--- src/rtl/uart_tx_fifo_if.sv ---
// Byte-producer side of the buffered UART transmitter.
// Master drives writes; slave reports FIFO flags and line state.
interface uart_tx_fifo_if #(
    parameter int DATA_BITS = 8
);
    logic                 wr_en;
    logic [DATA_BITS-1:0] wr_data;
    logic                 full;
    logic                 empty;
    logic                 overflow;
    logic                 busy;
    logic                 tx_done;
    logic                 tx_pin;

    modport master (
        output wr_en, wr_data,
        input  full, empty, overflow, busy, tx_done, tx_pin
    );

    modport slave (
        input  wr_en, wr_data,
        output full, empty, overflow, busy, tx_done, tx_pin
    );
endinterface

--- src/rtl/uart_tx_fifo.sv ---
// Buffered UART transmitter with parametrised frame format.
// Define UART_TX_PARITY_EN to insert a parity bit after the data bits.
module uart_tx_fifo #(
    parameter int CLKS_PER_BIT = 104,
    parameter int DATA_BITS    = 8,
    parameter int STOP_BITS    = 1,
    parameter int FIFO_DEPTH   = 8,
    parameter int PARITY_ODD   = 0
) (
    input logic           clk,
    input logic           rst,
    uart_tx_fifo_if.slave bus
);
    localparam int PTR_W = $clog2(FIFO_DEPTH);
    localparam int CNT_W = $clog2(CLKS_PER_BIT * STOP_BITS);
    localparam int BIT_W = $clog2(DATA_BITS);

    localparam logic [CNT_W-1:0] BIT_LAST  = CNT_W'(CLKS_PER_BIT - 1);
    localparam logic [CNT_W-1:0] STOP_LAST = CNT_W'(CLKS_PER_BIT * STOP_BITS - 1);
    localparam logic [BIT_W-1:0] DATA_LAST = BIT_W'(DATA_BITS - 1);
    localparam logic [PTR_W:0]   DEPTH     = (PTR_W + 1)'(FIFO_DEPTH);

    typedef enum logic [2:0] {
        S_IDLE   = 3'd0,
        S_START  = 3'd1,
        S_DATA   = 3'd2,
`ifdef UART_TX_PARITY_EN
        S_PARITY = 3'd3,
`endif
        S_STOP   = 3'd4
    } state_e;

    logic [DATA_BITS-1:0] mem_q [FIFO_DEPTH];
    logic [PTR_W-1:0]     wptr_q, wptr_d;
    logic [PTR_W-1:0]     rptr_q, rptr_d;
    logic [PTR_W:0]       fcnt_q, fcnt_d;
    logic                 full_q, empty_q, ovf_q;
    logic                 push, pop;

    state_e               state_q, state_d;
    logic [CNT_W-1:0]     baud_q, baud_d;
    logic [BIT_W-1:0]     bit_q, bit_d;
    logic [DATA_BITS-1:0] shift_q, shift_d;
    logic                 pin;
`ifdef UART_TX_PARITY_EN
    logic                 par_q, par_d;
`endif

    // full is sampled before any same-cycle pop, so writes while full drop
    assign push   = bus.wr_en & ~full_q;
    assign wptr_d = push ? wptr_q + PTR_W'(1) : wptr_q;
    assign rptr_d = pop  ? rptr_q + PTR_W'(1) : rptr_q;
    assign fcnt_d = fcnt_q + (PTR_W + 1)'(push) - (PTR_W + 1)'(pop);

    always_ff @(posedge clk) begin
        if (push) mem_q[wptr_q] <= bus.wr_data;
    end

    always_ff @(posedge clk or posedge rst) begin
        if (rst) begin
            wptr_q  <= '0;
            rptr_q  <= '0;
            fcnt_q  <= '0;
            full_q  <= 1'b0;
            empty_q <= 1'b1;
            ovf_q   <= 1'b0;
        end else begin
            wptr_q  <= wptr_d;
            rptr_q  <= rptr_d;
            fcnt_q  <= fcnt_d;
            full_q  <= (fcnt_d == DEPTH);
            empty_q <= (fcnt_d == '0);
            if (bus.wr_en && full_q) ovf_q <= 1'b1;
        end
    end

    always_ff @(posedge clk or posedge rst) begin
        if (rst) begin
            state_q <= S_IDLE;
            baud_q  <= '0;
            bit_q   <= '0;
            shift_q <= '0;
`ifdef UART_TX_PARITY_EN
            par_q   <= 1'b0;
`endif
        end else begin
            state_q <= state_d;
            baud_q  <= baud_d;
            bit_q   <= bit_d;
            shift_q <= shift_d;
`ifdef UART_TX_PARITY_EN
            par_q   <= par_d;
`endif
        end
    end

    always_comb begin
        state_d = state_q;
        baud_d  = baud_q;
        bit_d   = bit_q;
        shift_d = shift_q;
        pop     = 1'b0;
`ifdef UART_TX_PARITY_EN
        par_d   = par_q;
`endif
        unique case (state_q)
            S_IDLE: begin
                if (!empty_q) begin
                    pop     = 1'b1;
                    baud_d  = '0;
                    state_d = S_START;
                end
            end
            S_START: begin
                if (baud_q == BIT_LAST) begin
                    baud_d  = '0;
                    bit_d   = '0;
                    state_d = S_DATA;
                end else begin
                    baud_d = baud_q + CNT_W'(1);
                end
            end
            S_DATA: begin
                if (baud_q == BIT_LAST) begin
                    baud_d  = '0;
                    shift_d = shift_q >> 1;
                    if (bit_q == DATA_LAST) begin
`ifdef UART_TX_PARITY_EN
                        state_d = S_PARITY;
`else
                        state_d = S_STOP;
`endif
                    end else begin
                        bit_d = bit_q + BIT_W'(1);
                    end
                end else begin
                    baud_d = baud_q + CNT_W'(1);
                end
            end
`ifdef UART_TX_PARITY_EN
            S_PARITY: begin
                if (baud_q == BIT_LAST) begin
                    baud_d  = '0;
                    state_d = S_STOP;
                end else begin
                    baud_d = baud_q + CNT_W'(1);
                end
            end
`endif
            S_STOP: begin
                // back-to-back frames: reload straight into START, no idle bit
                if (baud_q == STOP_LAST) begin
                    baud_d = '0;
                    if (!empty_q) begin
                        pop     = 1'b1;
                        state_d = S_START;
                    end else begin
                        state_d = S_IDLE;
                    end
                end else begin
                    baud_d = baud_q + CNT_W'(1);
                end
            end
            default: state_d = S_IDLE;
        endcase
        if (pop) begin
            shift_d = mem_q[rptr_q];
`ifdef UART_TX_PARITY_EN
            par_d   = (^mem_q[rptr_q]) ^ (PARITY_ODD != 0);
`endif
        end
    end

    always_comb begin
        pin = 1'b1;
        unique case (state_q)
            S_START:  pin = 1'b0;
            S_DATA:   pin = shift_q[0];
`ifdef UART_TX_PARITY_EN
            S_PARITY: pin = par_q;
`endif
            default:  pin = 1'b1;
        endcase
    end

    assign bus.tx_pin   = pin;
    assign bus.busy     = (state_q != S_IDLE);
    assign bus.tx_done  = (state_q == S_STOP) && (baud_q == STOP_LAST);
    assign bus.full     = full_q;
    assign bus.empty    = empty_q;
    assign bus.overflow = ovf_q;
endmodule

--- src/flat_wrapper.sv ---
// flat-port wrapper written by rule: the top's interface ports become plain ports
module uart_tx_fifo_flat 
#(
    parameter int CLKS_PER_BIT = 104,
    parameter int DATA_BITS    = 8,
    parameter int STOP_BITS    = 1,
    parameter int FIFO_DEPTH   = 8,
    parameter int PARITY_ODD   = 0
)
  (clk, rst, bus_wr_en, bus_wr_data, bus_full, bus_empty, bus_overflow, bus_busy, bus_tx_done, bus_tx_pin);
  uart_tx_fifo_if #(.DATA_BITS(DATA_BITS)) bus_i ();
  input logic clk;
  input logic rst;
  input wire logic [$bits(bus_i.wr_en)-1:0] bus_wr_en;
  input wire logic [$bits(bus_i.wr_data)-1:0] bus_wr_data;
  output wire logic [$bits(bus_i.full)-1:0] bus_full;
  output wire logic [$bits(bus_i.empty)-1:0] bus_empty;
  output wire logic [$bits(bus_i.overflow)-1:0] bus_overflow;
  output wire logic [$bits(bus_i.busy)-1:0] bus_busy;
  output wire logic [$bits(bus_i.tx_done)-1:0] bus_tx_done;
  output wire logic [$bits(bus_i.tx_pin)-1:0] bus_tx_pin;
  assign bus_i.wr_en = bus_wr_en;
  assign bus_i.wr_data = bus_wr_data;
  assign bus_full = bus_i.full;
  assign bus_empty = bus_i.empty;
  assign bus_overflow = bus_i.overflow;
  assign bus_busy = bus_i.busy;
  assign bus_tx_done = bus_i.tx_done;
  assign bus_tx_pin = bus_i.tx_pin;
  uart_tx_fifo #(.CLKS_PER_BIT(CLKS_PER_BIT), .DATA_BITS(DATA_BITS), .STOP_BITS(STOP_BITS), .FIFO_DEPTH(FIFO_DEPTH), .PARITY_ODD(PARITY_ODD)) u_core (.clk(clk), .rst(rst), .bus(bus_i));
endmodule
--- config.mk ---
export PLATFORM = sky130hd
export DESIGN_NAME = uart_tx_fifo_flat
export DESIGN_NICKNAME = d
export VERILOG_FILES = /design/src/rtl/uart_tx_fifo_if.sv /design/src/rtl/uart_tx_fifo.sv /design/src/flat_wrapper.sv
export SDC_FILE = /design/constraint.sdc
export NUM_CORES = 1
export LEC_CHECK = 0
export ABC_AREA = 1
export CORE_MARGIN = 3
export CORE_UTILIZATION = 45
export CTS_CLUSTER_DIAMETER = 80
export DETAILED_ROUTE_END_ITERATION = 6
export PLACE_DENSITY = 0.72
export SLEW_MARGIN = 20
export SYNTH_ARGS = -nofsm -noshare
export SYNTH_HDL_FRONTEND = slang
export SYNTH_SLANG_ARGS = --single-unit
--- constraint.sdc ---
create_clock -name clk -period 5.8 [get_ports clk]
set_input_delay 1.16 -clock clk [delete_from_list [all_inputs] [get_ports clk]]
set_output_delay 1.16 -clock clk [all_outputs]
set_load 0.02 [all_outputs]
After elaboration in Yosys (flattened, before gate mapping)
Memories as Yosys holds them, arrays and structs flattened.
Cells that the tools add are included.
- register bits: 34
- bits in latches: 0
- memory bits (writable): 64
- ROM bits: 0
- output and inout bits: 6
- word-level logic and storage cells: 68
- memories kept: 1
- memories (name ; depth ; width ; read ports ; clocked after Yosys merged registers in ; wr ports ; RTL line ; text):
    u_core.mem_q ; 8 ; 8 ; 1 ; 0 ; 1 ; uart_tx_fifo.sv:33 ; logic [DATA_BITS-1:0] mem_q [FIFO_DEPTH];
- add/subtract/negate cells: 6
- multipliers: 0
- div/mod/pow operators: 0
- order comparisons: 0
- eq/ne operators: 12
- shift-type cells: 0
- mux-type cells: 23
- bitwise gates (word level): 2
- reductions and logical operators: 14
- operator list (kind ; number):
    2-to-1 mux 3 bit ; 8
    2-to-1 mux 8 bit ; 3
    2-to-1 mux 7 bit ; 2
    one-hot mux 7 bit (2 select lines) ; 1
    one-hot mux 3 bit (4 select lines) ; 1
    adder 3 x 1 -> 3 bit, second input constant ; 3
    inequality test 2 x 1 -> 1 bit, second input constant ; 4
    nonzero test 2 bit ; 4
    adder 7 x 1 -> 7 bit, second input constant ; 1
    equality test 7 bit, second input constant ; 1
    equality test 3 bit, second input constant ; 2
    one-hot mux 3 bit (2 select lines) ; 1
    2-to-1 mux 1 bit ; 5
    AND reduction 5 bit ; 1
    adder 4 x 1 -> 4 bit ; 1
    equality test 4 bit, second input constant ; 1
    logical NOT 4 bit ; 1
    inequality test 2 bit, second input constant ; 2
    one-hot mux 1 bit (2 select lines) ; 2
    AND reduction 2 bit ; 2
    AND reduction 4 bit ; 1
    subtractor 4 x 1 -> 4 bit ; 1
    equality test 3 x 1 -> 1 bit, second input constant ; 1
    equality test 3 x 2 -> 1 bit, second input constant ; 1
    6 further kinds ; 7

Longest topological paths before layout
Gate-level depths: netlist of run 1.
- depth after elaboration: 5
- depth in mapped cells: 16
- mapped depth without buffers: 15

Least setup slack after synthesis of run 1
No wires, ideal clock.
- path type: input-to-reg
- start: input bus_wr_en
- end: register u_core.full_q (netlist: u_core.bus.full)
- arrival time: 2624 ps
- data required time: 5728 ps
- setup slack: 3104 ps
- stages on the path: 8
- path buffers: 0
- path through: inv_1 -> nor2_1 -> ha_1 -> inv_1 -> fa_1 -> inv_1 -> or3_1 -> nor2_1
- word-level cells in the longest chain between the ends: 4
- RTL lines (element ; RTL line ; text):
    from (decl) ; flat_wrapper.sv:14 ; input wire logic [$bits(bus_i.wr_en)-1:0] bus_wr_en;
    bitwise AND 1 bit ; uart_tx_fifo.sv:50 ; assign push = bus.wr_en & ~full_q;
    net u_core.push ; uart_tx_fifo.sv:38 ; logic push, pop;
    adder 4 x 1 -> 4 bit ; uart_tx_fifo.sv:53 ; assign fcnt_d = fcnt_q + (PTR_W + 1)'(push) - (PTR_W + 1)'(pop);
    subtractor 4 x 1 -> 4 bit ; uart_tx_fifo.sv:53 ;
    net u_core.fcnt_d[1] ; uart_tx_fifo.sv:36 ; logic [PTR_W:0] fcnt_q, fcnt_d;
    equality test 4 bit ; uart_tx_fifo.sv:71 ; full_q <= (fcnt_d == DEPTH);
    to (signal assigned) ; uart_tx_fifo.sv:71 ;
    to (decl) ; uart_tx_fifo.sv:37 ; logic full_q, empty_q, ovf_q;
The timed path passes the listed nets, and every way through them passes these cells.
A chain may end at the register's enable or synchronous reset.

Worst setup path after layout of run 1
- start: register u_core.baud_q[0]
- end: output bus_tx_done
- word-level cells in the longest chain between the ends: 2
- RTL lines (element ; RTL line ; text):
    from (decl) ; uart_tx_fifo.sv:41 ; logic [CNT_W-1:0] baud_q, baud_d;
    from (signal assigned) ; uart_tx_fifo.sv:88 ; baud_q <= baud_d;
    equality test 7 bit ; uart_tx_fifo.sv:188 ; assign bus.tx_done = (state_q == S_STOP) && (baud_q == STOP_LAST);
    logical AND 1 bit ; uart_tx_fifo.sv:188 ;
    to (decl) ; flat_wrapper.sv:20 ; output wire logic [$bits(bus_i.tx_done)-1:0] bus_tx_done;
No other way between the ends.

==> flow_metrics.py, run 1 <==
metrics = {
    "status": {
        "status": "completed",
    },
    "synthesis": {
        "synth-seq-cells": 98,
        "synthFlopType": "edfxtp_1",
        "synth_area_per_cell_um2": 9.903,
        "postSynthCellCount": 458,
        "synth-seq-area-share": 0.6116,
        "syn-num-nets": 479,
        "yosysMostFrequentCell": "nand2_1",
        "yosys-top-cells-count": "nand2_1, nand3_1, inv_1, edfxtp_1, nor2_1",
        "async_reset_ff_frac": 0.3469,
        "ys_top_cells_by_area": "edfxtp_1, dfrtp_1, nand2_1",
        "ys_warn_count": 0,
        "synth_top_area_cell": "edfxtp_1",
        "syn-cell-area_mm2": 0.004536,
        "synth_edf_count": 64,
        "yosysUniqueCellTypes": 35,
        "yosysTopAreaCellShare": 0.4237,
    },
    "cts": {
        "clk_latency_ps": 360,
        "htreeDepth": 3,
        "cts_hold_buf": 0,
        "cts_setup_buffers": 0,
        "cts_resized": 0,
        "path_clk_slew_ps": 100,
        "cts.sinks": 98,
        "cts_tree": "yes",
        "cts_buffer_depth": 2,
        "cts-root-buf": "clkbuf_8",
        "cts_buffers": 9,
    },
    "die": {
        "fp-row-count": 36,
        "die_area_mm2": 0.01132,
        "start_util": 0.4640,
        "die_h_um": 106.4,
        "coreArea_mm2": 0.009774,
        "die_w_um": 106.4,
        "io_pins": 17,
    },
    "cells_and_area": {
        "seq_area_mm2": 0.002774,
        "diodes": 0,
        "final_util": 0.5119,
        "drive_gt1_frac": 0.08351,
        "n_fill_cell": 900,
        "multiInputGateArea_mm2": 0.001425,
        "design_area_mm2": 0.005004,
        "layout.nets": 495,
        "area_growth_pct": 10.32,
    },
    "global_route": {
        "grt_antenna_before_repair": 0,
        "grt_pass1_wl_um": 15010,
        "overflow": 0,
        "grt_max_degree": 36,
        "first_global_vias": 3026,
        "track_usage": 0.1699,
    },
    "placement": {
        "port_buffers": 16,
        "dp_slack_ps": 2402,
        "place_congestion": 0.8272,
        "dpl_cell_area_mm2": 0.004803,
        "hpwlAfterDp_um": 6339,
    },
    "timing": {
        "worst_slack_ps": 2527,
        "finalSetupViolations": 0,
        "max_freq_mhz": 305.6,
        "rsz0062_at_grt": "false",
        "fin_crit_ps": 3273,
        "tns_ps": 0,
        "fin_crit_sh": 0.5643,
        "max_slew_margin": 0.3921,
        "drv_slew": 0,
        "hold_viol_final": 0,
        "clock_skew_ps": 10.76,
        "worstMarginPinSlew_ps": 910.9,
    },
    "route": {
        "wl_um": 9051,
        "drtAntennaViolNets": 0,
        "firstDrtPassIters": 4,
        "drc_errors": 0,
        "viasPerCell": 5.088,
        "wl_per_cell_um": 14.79,
        "vias": 3114,
        "drtIter0Drc": 324,
    },
    "critical_path": {
        "crit_path_start_kind": "flip-flop",
        "cp-end-kind": "output pin",
        "cp_max_fo": 9,
        "crit_type": "reg -> out",
        "arrival_ps": 2110,
        "crit_required_ps": 4640,
    },
    "min_path": {
        "min_path_type": "reg -> reg",
    },
    "power_and_ir_drop": {
        "leakagePower_nw": 2.163,
        "power_density_mw_per_mm2": 312.8,
        "peakVddDrop_uv": 172.8,
    },
    "job": {
        "max_cap_violations": 0,
    },
}
## through the flow
| stage | power, mW | cells | hold WS [ps] |
|---|---|---|---|
| floorplan | 1.058 | 458 | 445.9 |
| global placement | 1.129 | 596 | 438.8 |
| detailed placement | 1.141 | 596 | 444.1 |
| CTS | 1.581 | 612 | 468.0 |
| global route | 1.646 | 612 | 503.2 |
| finish | 1.565 | 612 | 465.1 |
## metal layers
| layer | vias up | wire length, µm | track usage |
|---|---|---|---|
| met5 | - | 0 | 0 |
| met4 | 0 | 226 | 0.07493 |
| met3 | 20 | 493 | 0.03036 |
| met2 | 93 | 4347 | 0.2679 |
| met1 | 1481 | 3983 | 0.2306 |
| li1 | 1520 | - | - |
## layout by cell type (no fill, tap or decap), types with 3 or more instances in the layout
cell	synthesis	routed
nand4_1	6	6
o21ai_1	4	4
nand3_2	3	3
clkdlybuf4s50_1	0	16
nand2_1	100	100
nor2_4	4	4
nand3_1	68	68
inv_1	67	67
dfrtp_1	33	33
inv_6	0	3
nor2_1	39	39
ha_1	9	9
xor2_1	3	3
edfxtp_1	64	64
clkbuf_8	0	9
nand2_2	5	5
o21ai_0	15	15
## final timing paths
check	start	to	slack (ps)	cells past startpoint
max in group asynchronous	rst	u_core.bus.empty	4280	3
worst min register to register	u_core.bus.overflow	u_core.bus.overflow	470	1
worst max-delay path	u_core.baud_q[0]	bus_tx_done	2530	6
worst max register to register	u_core.baud_q[0]	u_core.bus.full	2850	13
min in group asynchronous	rst	u_core.baud_q[6]	1190	3
worst min-delay path	u_core.bus.overflow	u_core.bus.overflow	470	1
## worst max-delay path: stages, from the launching register on
cell             delay [ps]
dfrtp_1                 420
ha_1                    290
nand2_2                 120
nor2_4                  110
nand2_4                 100
nor2_1                  110
clkdlybuf4s50_1         610
## power by group
| group | internal, mW | switching (mW) |
|---|---|---|
| combinational | 0.0879 | 0.155 |
| clock | 0.205 | 0.238 |
| sequential | 0.842 | 0.0382 |
## registers in the layout, indices dropped and copies added (netlist names)
name / flops
u_core.mem_q: 64
u_core.bus.full: 1
u_core.bus.overflow: 1
u_core.bus.empty: 1
u_core.wptr_q: 3
u_core.shift_q: 8
u_core.baud_q: 7
u_core.rptr_q: 3
u_core.bit_q: 3
u_core.state_q: 3
u_core.fcnt_q: 4
## cells by family after synthesis
kind of cell / after synthesis / synth area share
simple gates: 237 / 0.2447
flops: 98 / 0.6116
buf+inv: 83 / 0.07421
compound gates: 25 / 0.03062
fa+ha+maj: 10 / 0.02924
xor+xnor: 5 / 0.009657
## cell type report
type | instances | area share
clock buffers | 10 | 0.02551
clock inverters | 6 | 0.01450
inverters | 70 | 0.05251
multi-input cells | 277 | 0.2848
flip-flops and latches | 98 | 0.5544
well taps | 133 | 0.03326
repair buffers | 18 | 0.03501
Note: power is estimated with default switching activity, not from simulation.
==> run 2: changes to the inputs <==
Clock period 5.8 ns to 3.1 ns, I/O delays scaled along.
==> run 2 against run 1 <==
  * Critical endpoint is now u_core.bus.full
  * Clock power increased by 72%
  * Critical path depth increased by 7
  * Largest cell class unchanged
  * Worst setup slack got worse by 2200 ps
  * Power increased by 85%
  * First-iteration DRC count decreased by 49%
  * Flip-flop and latch count unchanged
  * Sequential power increased by 86%
==> flow_metrics.py, run 2 (synthesis results as in run 1) <==
metrics = {
    "critical_path": {
        "crit_required_ps": 3410,
        "crit_path_start_kind": "flip-flop",
        "rr_worst_depth": 13,
        "arrival_ps": 3100,
        "crit_type": "reg -> reg",
        "cp_max_fo": 6,
        "cp-end-kind": "flip-flop",
    },
    "route": {
        "vias": 3142,
        "viasPerCell": 5.043,
        "drtIter0Drc": 164,
        "wl_um": 8901,
        "drc_errors": 0,
        "drtAntennaViolNets": 0,
        "firstDrtPassIters": 4,
        "wl_per_cell_um": 14.29,
    },
    "min_path": {
        "min_path_type": "reg -> reg",
        "hold-path-cell-count": 1,
    },
    "global_route": {
        "overflow": 0,
        "track_usage": 0.1666,
        "grt_pass1_wl_um": 14570,
        "grt_antenna_before_repair": 0,
        "first_global_vias": 3062,
        "grt_max_degree": 35,
    },
    "die": {
        "die_area_mm2": 0.01132,
        "start_util": 0.4640,
        "die_w_um": 106.4,
        "io_pins": 17,
        "coreArea_mm2": 0.009774,
        "die_h_um": 106.4,
        "fp-row-count": 36,
    },
    "power_and_ir_drop": {
        "leakagePower_nw": 2.212,
        "power_density_mw_per_mm2": 571.9,
        "peakVddDrop_uv": 266.2,
    },
    "cts": {
        "cts_setup_buffers": 0,
        "cts_resized": 0,
        "htreeDepth": 3,
        "cts_buffer_depth": 2,
        "path_clk_slew_ps": 100,
        "cts_hold_buf": 0,
        "cts-root-buf": "clkbuf_8",
        "clk_latency_ps": 370,
        "cts.sinks": 98,
        "cts_tree": "yes",
        "cts_buffers": 9,
    },
    "timing": {
        "max_slew_margin": 0.3463,
        "clock_skew_ps": 13.31,
        "max_freq_mhz": 358.6,
        "fin_crit_ps": 2789,
        "finalSetupViolations": 0,
        "hold_viol_final": 0,
        "drv_slew": 0,
        "fin_crit_sh": 0.8997,
        "tns_ps": 0,
        "worstMarginPinSlew_ps": 979.4,
        "rsz0062_at_grt": "false",
    },
    "cells_and_area": {
        "largest-register": "u_core.mem_q",
        "layout.nets": 506,
        "area_growth_pct": 11.64,
        "drive_gt1_frac": 0.1041,
        "mostFrequentLayoutCell": "nand2_1",
        "reg_top3": "u_core.mem_q: 64 flops, u_core.shift_q: 8 flops, u_core.baud_q: 7 flops",
        "diodes": 0,
        "final_util": 0.5180,
        "largest_reg_flops": 64,
        "mostFrequentLayoutCells": "nand2_1, nand3_1, inv_1",
    },
    "placement": {
        "hpwlAfterDp_um": 5741,
        "port_buffers": 16,
        "place_congestion": 0.8149,
    },
    "status": {
        "status": "completed",
    },
    "job": {
        "max_cap_violations": 0,
    },
}
==> run 2: cell types whose count changed in the layout (fill, tap and decap cells not counted), sizes merged <==
cell,delta
buf,+11
clkinv,+2
bufinv,-1
inv,-1
==> run 2: layout make-up <==
type / count / area, µm²
Clock inverter: 6 / 50.05
Tap cell: 133 / 166.4
Sequential cell: 98 / 2774
Inverter: 70 / 262.8
Fill cell: 861 / 4711
Multi-Input combinational cell: 277 / 1425
Timing Repair Buffer: 29 / 257.7
Clock buffer: 10 / 127.6
==> run 2: layer usage <==
layer	GRT usage	vias to the layer above	routed length, µm
met1	0.2068	1512	3823
met5	0	-	0
li1	-	1549	-
met4	0.06105	0	203
met3	0.03036	14	422
met2	0.2905	67	4452
==> run 2: report_power, final <==
| part | leakage (nW) | internal (mW) | total, mW | switching (mW) |
|---|---|---|---|---|
| Sequential | 0.995 | 1.57 | 1.64 | 0.0650 |
| Combinational | 1.13 | 0.191 | 0.498 | 0.307 |
| Clock | 0.0888 | 0.302 | 0.760 | 0.458 |
==> run 2: per-stage QoR <==
step	std cells	hold WS, ps	setup WS (ps)	power (mW)	cell area (µm²)
floorplan	458	445.9	411.4	1.979	4536
global placement	607	442.1	467.5	2.133	4886
detailed placement	607	452.6	334.3	2.165	4886
CTS	623	480.2	306.1	2.911	5064
global route	623	496.0	78.37	3.055	5064
finish	623	474.0	311.1	2.896	5064
==> run 2: worst max-delay path, stage by stage, from the launching register on <==
cell and delay (ps):
dfrtp_1 420, ha_1 280, nand3_1 120, nor2_2 190
nand2_1 90, nand2_2 70, ha_1 230, inv_1 80
ha_1 170, inv_1 60, fa_1 480, inv_1 50
or3_1 380, nor2_1 100
==> run 2: final timing paths <==
check	startpoint	end	slack, ps
setup / recovery	u_core.baud_q[0]	u_core.bus.full	310
hold / removal	u_core.bus.overflow	u_core.bus.overflow	470
setup reg to reg	u_core.baud_q[0]	u_core.bus.full	310
hold reg to reg	u_core.bus.overflow	u_core.bus.overflow	470
max in group asynchronous	rst	u_core.bus.empty	2130
min in group asynchronous	rst	u_core.fcnt_q[3]	630
==> run 3: changes to the inputs <==
Settings changed: CORE_UTILIZATION 45 to 60, CTS_BUF_LIST from default to sky130_fd_sc_hd__clkbuf_2, PLACE_DENSITY 0.72 to 0.89, SKIP_LAST_GASP from default to 1.
==> run 3 against run 2 <==
  * Clock power down 6.8%
  * Sequential share of layout area rose by 0.74 points
  * Combinational power barely moved
  * Critical path depth shrank 7
  * Flip-flop and latch count stayed put
  * Sequential power hardly changed
  * Final area is 1.3% lower
  * Cell count is 5.3% lower
  * Clock skew up 3.8 ps
  * Register-to-register slack worse by 40 ps
  * Critical path type is now reg -> out
==> flow_metrics.py, run 3 (synthesis results as in run 1) <==
metrics = {
    "critical_path": {
        "path_delay_family": "buffers and inverters",
        "cp_max_fo": 9,
        "r2r-end": "u_core.bus.full",
        "r2r_setup_slack_ps": 270,
        "crit_slowest_cell": "clkdlybuf4s50_1",
        "crit_path_start_kind": "flip-flop",
        "worst-path-stages": 6,
        "rr_startpoint": "u_core.baud_q[1]",
        "critPathMaxStageDelay_ps": 610,
        "arrival_ps": 2360,
        "crit_type": "reg -> out",
        "cp-end-kind": "output pin",
        "path_buf_inv": 1,
        "crit_chain": "ha_1 -> nand2_2 -> nor2_4 -> nand2_4 -> nor2_1 -> clkdlybuf4s50_1",
        "rr_worst_depth": 13,
        "crit_required_ps": 2480,
    },
    "global_route": {
        "grt_max_degree": 36,
        "met2_usage": 0.3827,
        "first_global_vias": 3295,
        "grt_antenna_before_repair": 0,
        "grt_most_used_layer": "met2",
        "track_usage": 0.2261,
        "grt_util_met1": 0.2675,
        "use_met3": 0.04955,
        "grt_pass1_wl_um": 14840,
        "overflow": 0,
    },
    "timing": {
        "fin_crit_ps": 2981,
        "drv_slew": 0,
        "clock_skew_ps": 17.11,
        "hold_viol_final": 0,
        "fin_crit_sh": 0.9615,
        "worstMarginPinSlew_ps": 966.5,
        "hold_ws_ps": 427.8,
        "max_freq_mhz": 335.5,
        "finalSetupViolations": 0,
        "max_slew_margin": 0.3550,
    },
    "route": {
        "firstDrtPassIters": 5,
        "vias": 3203,
        "drc_errors": 0,
        "wl_per_cell_um": 15.38,
        "viasPerCell": 5.429,
        "drtIter0Drc": 305,
        "drtAntennaViolNets": 0,
        "wl_um": 9074,
    },
    "cells_and_area": {
        "final_util": 0.6851,
        "largest-register": "u_core.mem_q",
        "design_area_mm2": 0.004996,
        "area_growth_pct": 10.15,
        "mostFrequentLayoutCell": "nand2_1",
        "mostFrequentLayoutCells": "nand2_1, nand3_1, inv_1",
        "seq_area_mm2": 0.002774,
        "drive_gt1_frac": 0.1079,
        "n_fill_cell": 529,
        "diodes": 0,
        "layout.nets": 507,
        "multiInputGateArea_mm2": 0.001425,
        "largest_reg_flops": 64,
        "reg_top3": "u_core.mem_q: 64 flops, u_core.shift_q: 8 flops, u_core.baud_q: 7 flops",
    },
    "power_and_ir_drop": {
        "power_density_mw_per_mm2": 569.7,
        "peakVddDrop_uv": 376.4,
        "leakagePower_nw": 2.217,
    },
    "die": {
        "start_util": 0.6220,
        "die_h_um": 92.95,
        "die_area_mm2": 0.008639,
        "die_w_um": 92.95,
        "io_pins": 17,
        "coreArea_mm2": 0.007292,
        "fp-row-count": 31,
    },
    "cts": {
        "cts_hold_buf": 0,
        "cts-root-buf": "clkbuf_2",
        "cts_buffers": 9,
        "cts_tree": "yes",
        "cts.sinks": 98,
        "htreeDepth": 3,
        "clk_latency_ps": 530,
        "path_clk_slew_ps": 260,
        "cts_buffer_depth": 2,
    },
    "status": {
        "status": "completed",
    },
    "placement": {
        "dpl_cell_area_mm2": 0.004843,
        "hpwlAfterDp_um": 5823,
        "place_congestion": 0.8791,
        "port_buffers": 16,
    },
    "min_path": {
        "min_path_type": "in -> async",
    },
    "job": {
        "max_cap_violations": 0,
    },
}
run 3: layer usage:
metal,share of wire,wire length [µm]
met1,0.41,3741
met2,0.52,4722
met3,0.047,423
met4,0.021,187
met5,0,0
run 3: final cells by class:
| class | instances | share of cell area |
|---|---|---|
| Sequential cell | 98 | 0.5552 |
| Multi-Input combinational cell | 277 | 0.2852 |
| Timing Repair Buffer | 30 | 0.05309 |
| Inverter | 70 | 0.05259 |
| Tap cell | 99 | 0.02479 |
| Clock inverter | 6 | 0.01903 |
| Clock buffer | 10 | 0.01002 |
run 3: worst max-delay path by stage:
| stage | start | to | slack, ps |
|---|---|---|---|
| CTS | u_core.baud_q[0] | bus_tx_done | 60 |
| floorplan | u_core.state_q[1] | u_core.bus.full | 410 |
| detailed placement | u_core.baud_q[0] | u_core.bus.full | 360 |
| global route | u_core.baud_q[0] | bus_tx_done | -20 |
| global placement | u_core.baud_q[0] | u_core.bus.full | 480 |
| finish | u_core.baud_q[1] | bus_tx_done | 120 |
run 3: power breakdown:
part	internal, mW	total [mW]	switching (mW)
Combinational	0.191	0.497	0.307
Clock	0.283	0.708	0.425
Sequential	1.57	1.64	0.0686
Total	2.05	2.85	0.800
run 3: worst reg2reg max path, cell delays in order (launching register included):
cell,delay (ps)
dfrtp_1,460
ha_1,290
nand3_1,130
nor2_2,180
nand2_1,90
nand2_2,80
ha_1,230
inv_1,70
ha_1,180
inv_1,60
fa_1,480
inv_1,50
or3_1,380
nor2_1,120
run 3: stage by stage:
stage,instances,setup TNS (ps),power [mW],setup WS [ps]
2_1_floorplan,458,0,1.979,411.4
3_3_place_gp,573,0,2.126,482.7
3_5_place_dp,573,0,2.163,359.6
4_1_cts,589,0,2.855,63.46
5_1_grt,590,-15.53,3.000,-15.53
6_report,590,0,2.846,119.3
run 3: what timing repair did:
action / 4_1_cts / 5_1_grt
resized for setup: 0 / 0
buffers inserted: 0 / 1
endpoints found under the setup margin: 0 / 1
